`src/rtl/mem_port_arbiter.sv`:
```
// Refill-port arbiter: shares one word-wide memory port between the
// instruction cache (port 0) and the data cache (port 1). Miss pulses are
// captured as pending requests and served as whole bursts, round-robin.
//
// state   | meaning
// --------+--------------------------------------------------------------
// S_IDLE  | no burst active; grant a pending port if any
// S_ISSUE | one-cycle memory request with the captured miss address
// S_BURST | forward memory acks/data to the owner until last word or timeout
module mem_port_arbiter #(
    parameter int WORD_WIDTH = 32,
    parameter int ADR_WIDTH  = 32,
    parameter int BURST_LEN  = 4,
    parameter int TIMEOUT    = 255,
    parameter int TO_WIDTH   = 8
) (
    input  logic                  clk,
    input  logic                  rst,
    input  logic                  req_ic2arb,
    input  logic [ADR_WIDTH-1:0]  adr_ic2arb,
    output logic                  ack_arb2ic,
    output logic [WORD_WIDTH-1:0] dat_arb2ic,
    input  logic                  req_dc2arb,
    input  logic [ADR_WIDTH-1:0]  adr_dc2arb,
    output logic                  ack_arb2dc,
    output logic [WORD_WIDTH-1:0] dat_arb2dc,
    output logic                  req_arb2mem,
    output logic [ADR_WIDTH-1:0]  adr_arb2mem,
    input  logic                  ack_mem2arb,
    input  logic [WORD_WIDTH-1:0] dat_mem2arb,
    output logic                  owner,
    output logic                  busy,
    output logic                  err_drop,
    output logic                  err_timeout
);
    localparam int WC_W = $clog2(BURST_LEN);
    localparam logic [WC_W-1:0]     WCNT_LAST = WC_W'(BURST_LEN - 1);
    localparam logic [TO_WIDTH-1:0] TO_LOAD   = TO_WIDTH'(TIMEOUT - 1);

    typedef enum logic [1:0] {
        S_IDLE  = 2'd0,
        S_ISSUE = 2'd1,
        S_BURST = 2'd2
    } state_t;

    state_t                 state, state_nxt;
    logic [1:0]             pending, req_v, take, lost, rel;
    logic [ADR_WIDTH-1:0]   padr [2];
    logic                   last, winner, end_burst, abort, stray;
    logic [WC_W-1:0]        wcnt;
    logic [TO_WIDTH-1:0]    to_left;   // idle cycles left before abort

    assign req_v = {req_dc2arb, req_ic2arb};

    // Next-state decode: grant in IDLE, end a burst on last ack or timeout
    always_comb begin
        state_nxt = state;
        winner    = (pending == 2'b11) ? ~last : pending[1];
        end_burst = 1'b0;
        abort     = 1'b0;
        case (state)
            S_IDLE: begin
                if (|pending) state_nxt = S_ISSUE;
            end
            S_ISSUE: begin
                state_nxt = S_BURST;
            end
            S_BURST: begin
                if (ack_mem2arb) begin
                    if (wcnt == WCNT_LAST) begin
                        end_burst = 1'b1;
                        state_nxt = S_IDLE;
                    end
                end else if (to_left == '0) begin
                    abort     = 1'b1;
                    end_burst = 1'b1;
                    state_nxt = S_IDLE;
                end
            end
            default: state_nxt = S_IDLE;
        endcase
    end

    // Request capture: a pulse coinciding with its own port's release re-arms it
    always_comb begin
        rel   = end_burst ? {owner, ~owner} : 2'b00;
        take  = req_v & (~pending | rel);
        lost  = req_v & pending & ~rel;
        stray = ack_mem2arb && (state != S_BURST);
    end

    // Memory-side request and zero-latency routing of acks/data to the owner
    always_comb begin
        req_arb2mem = (state == S_ISSUE);
        busy        = (state != S_IDLE);
        adr_arb2mem = '0;
        ack_arb2ic  = 1'b0;
        ack_arb2dc  = 1'b0;
        dat_arb2ic  = '0;
        dat_arb2dc  = '0;
        case (state)
            S_ISSUE: adr_arb2mem = padr[owner];
            S_BURST: begin
                adr_arb2mem = owner ? adr_dc2arb : adr_ic2arb;
                if (owner) begin
                    ack_arb2dc = ack_mem2arb;
                    dat_arb2dc = dat_mem2arb;
                end else begin
                    ack_arb2ic = ack_mem2arb;
                    dat_arb2ic = dat_mem2arb;
                end
            end
            default: ;
        endcase
    end

    // State register
    always_ff @(posedge clk) begin
        if (rst) state <= S_IDLE;
        else     state <= state_nxt;
    end

    // Pending flags, captured miss addresses and the sticky drop error
    always_ff @(posedge clk) begin
        if (rst) begin
            pending  <= 2'b00;
            padr[0]  <= '0;
            padr[1]  <= '0;
            err_drop <= 1'b0;
        end else begin
            pending <= (pending & ~rel) | take;
            if (take[0]) padr[0] <= adr_ic2arb;
            if (take[1]) padr[1] <= adr_dc2arb;
            if ((|lost) || stray) err_drop <= 1'b1;
        end
    end

    // Grant owner, round-robin history, word count and timeout down-counter
    always_ff @(posedge clk) begin
        if (rst) begin
            owner       <= 1'b0;
            last        <= 1'b1;
            wcnt        <= '0;
            to_left     <= '0;
            err_timeout <= 1'b0;
        end else begin
            err_timeout <= abort;
            if (state == S_IDLE && (|pending)) owner <= winner;
            if (state == S_ISSUE) begin
                wcnt    <= '0;
                to_left <= TO_LOAD;
            end
            if (state == S_BURST) begin
                if (ack_mem2arb) begin
                    wcnt    <= wcnt + WC_W'(1);
                    to_left <= TO_LOAD;
                end else if (to_left != '0) begin
                    to_left <= to_left - TO_WIDTH'(1);
                end
            end
            if (end_burst) last <= owner;
        end
    end
endmodule

```
`config.mk`:
```
export PLATFORM = sky130hd
export DESIGN_NAME = mem_port_arbiter
export DESIGN_NICKNAME = d
export VERILOG_FILES = /design/src/rtl/mem_port_arbiter.sv
export SDC_FILE = /design/constraint.sdc
export NUM_CORES = 1
export LEC_CHECK = 0
export ABC_AREA = 1
export BUFFER_PORTS_ARGS = -buffer_cell sky130_fd_sc_hd__buf_2
export CAP_MARGIN = 20
export CORE_AREA = 8 8 126 128
export CTS_BUF_LIST = sky130_fd_sc_hd__clkbuf_8 sky130_fd_sc_hd__clkbuf_16
export CTS_CLUSTER_DIAMETER = 30
export DETAILED_ROUTE_END_ITERATION = 10
export DIE_AREA = 0 0 134 136
export GPL_ROUTABILITY_DRIVEN = 1
export HOLD_SLACK_MARGIN = 0.03
export MAX_ROUTING_LAYER = met4
export SLEW_MARGIN = 20
export SYNTH_ARGS = -nofsm -noshare
export SYNTH_HDL_FRONTEND = slang
export SYNTH_SLANG_ARGS = --single-unit
```
`constraint.sdc`:
```
create_clock -name clk -period 5.05 [get_ports clk]
set_clock_uncertainty 0.2 [all_clocks]
set_input_delay 1.2625 -clock clk [delete_from_list [all_inputs] [get_ports clk]]
set_output_delay 1.2625 -clock clk [all_outputs]
set_load 0.05 [all_outputs]
```
==> results.ini <==
[status]
status=complete, no violations

[final_layout]
final_cell_area_um2=6580
final_common_cell=buf_2
drive_gt1_share_pct=34.6
multiInputGateArea_um2=2170
area_growth_pct=27.3
nNetsFinal=963
final_cell_mix=buf_2 (203), nor2_1 (137), inv_1 (117)
fillers=1472
post-route-util_pct=46.8
seq_area_um2=2300

[timing]
fin_crit_ns=4.13
tns_ns=0
setup_viol=0
max_freq_mhz=242
slew-limit-headroom_pct=31.6
tightest_slew_ns=1.03
layout_setup_ws_ns=0.921
maxSlewViolCount=0
rsz0062_at_grt=no
fin_crit_sh_pct=81.8
hold_viol=0

[synth]
async_reset_ff_share_pct=0
synth_seq_cells=83
synth-edff-count=64
ys.flop_type=edfxtp_1
syn_inst=670
yosysWarnings=0
yosysSeqAreaShare_pct=44.6
syn_avg_cell_area_um2=7.71
syn-cell-area_um2=5160
syn_nets=777
synth_cell_types=30

[clock_network]
ctsResizeCount=0
clock_latency_ns=0.34
cts_tree=yes
cts_made_buffers=9
cts_root_buffer=clkbuf_16
clock_path_buffers=2
cts.clk_slew.worst_paths_ns=0.06
cts_hold_buf=0
post-cts-setup-buffers=0
clkSinkCount=83
htree_levels=3

[die]
fp-row-count=44
io_pins=204
die_w_um=134
die_area_um2=18200
die-height_um=136
coreArea_um2=14000
start_util_pct=36.8

[global_routing]
grt_max_degree=42
overflow=0
grtUsageTotal_pct=18.5
antenna_found_initial=2
grt_first_pass_wirelength_um=26000
grt_pass1_vias=5032

[critical_path]
worst-path-max-fanout=33
worstPathRequired_ns=3.59
critPathKind=flip-flop to primary output
cp-start-kind=flip-flop
end_kind=primary output
arrival_ns=2.67

[power]
combPwrFrac_pct=51.3
total_power_w=0.00311
p_int_w=0.00159
switching_share_pct=48.8
p_clk_share_pct=20.7
switching_power_w=0.00152
p_per_area_nw_per_um2=473
p_leak_nw=3.30
seqPwrFrac_pct=28.0
peakVddDrop_v=0.000200

[routing]
drt_pre_antenna_iters=4
drcViolationCount=0
finalWirelength_um=16600
vias=4937
antenna_left=0
avgViaCountPerCell=4.72
wl_per_cell_um=15.8
first_iter_violations=260

[run]
maxCapViolCount=0

[placement]
dp_hpwl_um=12000
gp_congestion=0.850
portBuffers=203
postPlaceCellArea_um2=6290
pre_cts_ws_ns=1.23

[worst_hold_path]
min_path_type=flip-flop to flip-flop

-- cell usage after synthesis, types with 6 or more instances --
| cell type | instances | area share [%] |
|---|---|---|
| nor2_1 | 138 | 10 |
| inv_1 | 117 | 8.5 |
| nand2_1 | 93 | 6.8 |
| edfxtp_1 | 64 | 37 |
| a21oi_2 | 49 | 8.3 |
| o21ai_0 | 40 | 3.9 |
| a31oi_1 | 37 | 4.5 |
| a21oi_1 | 28 | 2.7 |
| clkbuf_1 | 24 | 1.7 |
| dfxtp_1 | 19 | 7.4 |
| nand3_1 | 8 | 0.78 |
| buf_6 | 7 | 1.5 |
| inv_2 | 7 | 0.51 |
| ha_1 | 6 | 1.5 |
-- critical path: stages, from the launching register on --
cell and delay (ns):
dfxtp_1 0.32, inv_1 0.08, ha_1 0.37, nand2_1 0.10, buf_4 0.24, inv_2 0.55, nand2_1 0.12, a31oi_1 0.24
buf_2 0.30
-- cell families (layout without fill, tap and decap cells) --
group | count (synthesis) | in the layout | synth area share, %
AO/OA/AOI/OAI | 157 | 157 | 19.8
flip-flops | 83 | 83 | 44.6
XOR/XNOR | 4 | 4 | 0.678
other | 0 | 2 | 0
adder cells (fa/ha/maj) | 6 | 6 | 1.45
AND/OR/NAND/NOR | 254 | 254 | 19.9
buffers and inverters | 166 | 357 | 13.6
-- sequential cells by signal (all words and copies together), names as in the netlist, named ones only --
name	flops
owner	1
wcnt	2
padr	64
err_drop	1
err_timeout	1
last	1
to_left	8
state	2
pending	2
-- area by class of cell --
cell class,count,area share (%)
Clock inverter,7,0.894
Multi-Input combinational cell,421,33.0
Timing Repair Buffer,216,16.9
Tap cell,184,3.50
Antenna cell,2,0.0761
Inverter,125,7.14
Clock buffer,9,3.43
Sequential cell,83,35.0
-- per-layer routing --
| layer | vias to the layer above | routed length (µm) | track usage [%] | part of all wire (%) |
|---|---|---|---|---|
| met2 | 183 | 7940 | 31.7 | 48 |
| met4 | 0 | 255 | 6.43 | 1.5 |
| met1 | 2231 | 7080 | 20.8 | 43 |
| li1 | 2508 | - | - | - |
| met3 | 15 | 1310 | 4.32 | 7.9 |
| met5 | - | 0 | - | 0 |
-- power groups by stage --
stage / sequential, W / combinational [W] / clock (W)
after global routing: 0.000882 / 0.00174 / 0.000676
after CTS: 0.000871 / 0.00161 / 0.000652
final: 0.000871 / 0.00159 / 0.000643
after global placement: 0.000883 / 0.00160 / 0
after detailed placement: 0.000886 / 0.00161 / 0
after floorplan: 0.000887 / 0.00119 / 0
-- path summary, 6_finish.rpt --
check	startpoint	endpoint	slack [ns]	cells after the start
worst min register to register	last$_SDFFE_PP1N_	last$_SDFFE_PP1N_	0.27	2
worst min-delay path	last$_SDFFE_PP1N_	last$_SDFFE_PP1N_	0.27	2
worst max register to register	state[0]$_SDFFE_PP0P_	padr[1][8]$_SDFFCE_PN0P_	1.45	10
worst max-delay path	state[0]$_SDFFE_PP0P_	adr_arb2mem[16]	0.92	8
-- stage by stage --
step	std cells	hold slack (ns)
final	1047	0.269
after CTS	1045	0.275
after detailed placement	1029	0.262
after floorplan	670	0.228
after global placement	1029	0.243
after global routing	1047	0.315
No activity file was read; power rests on OpenSTA's default activity.
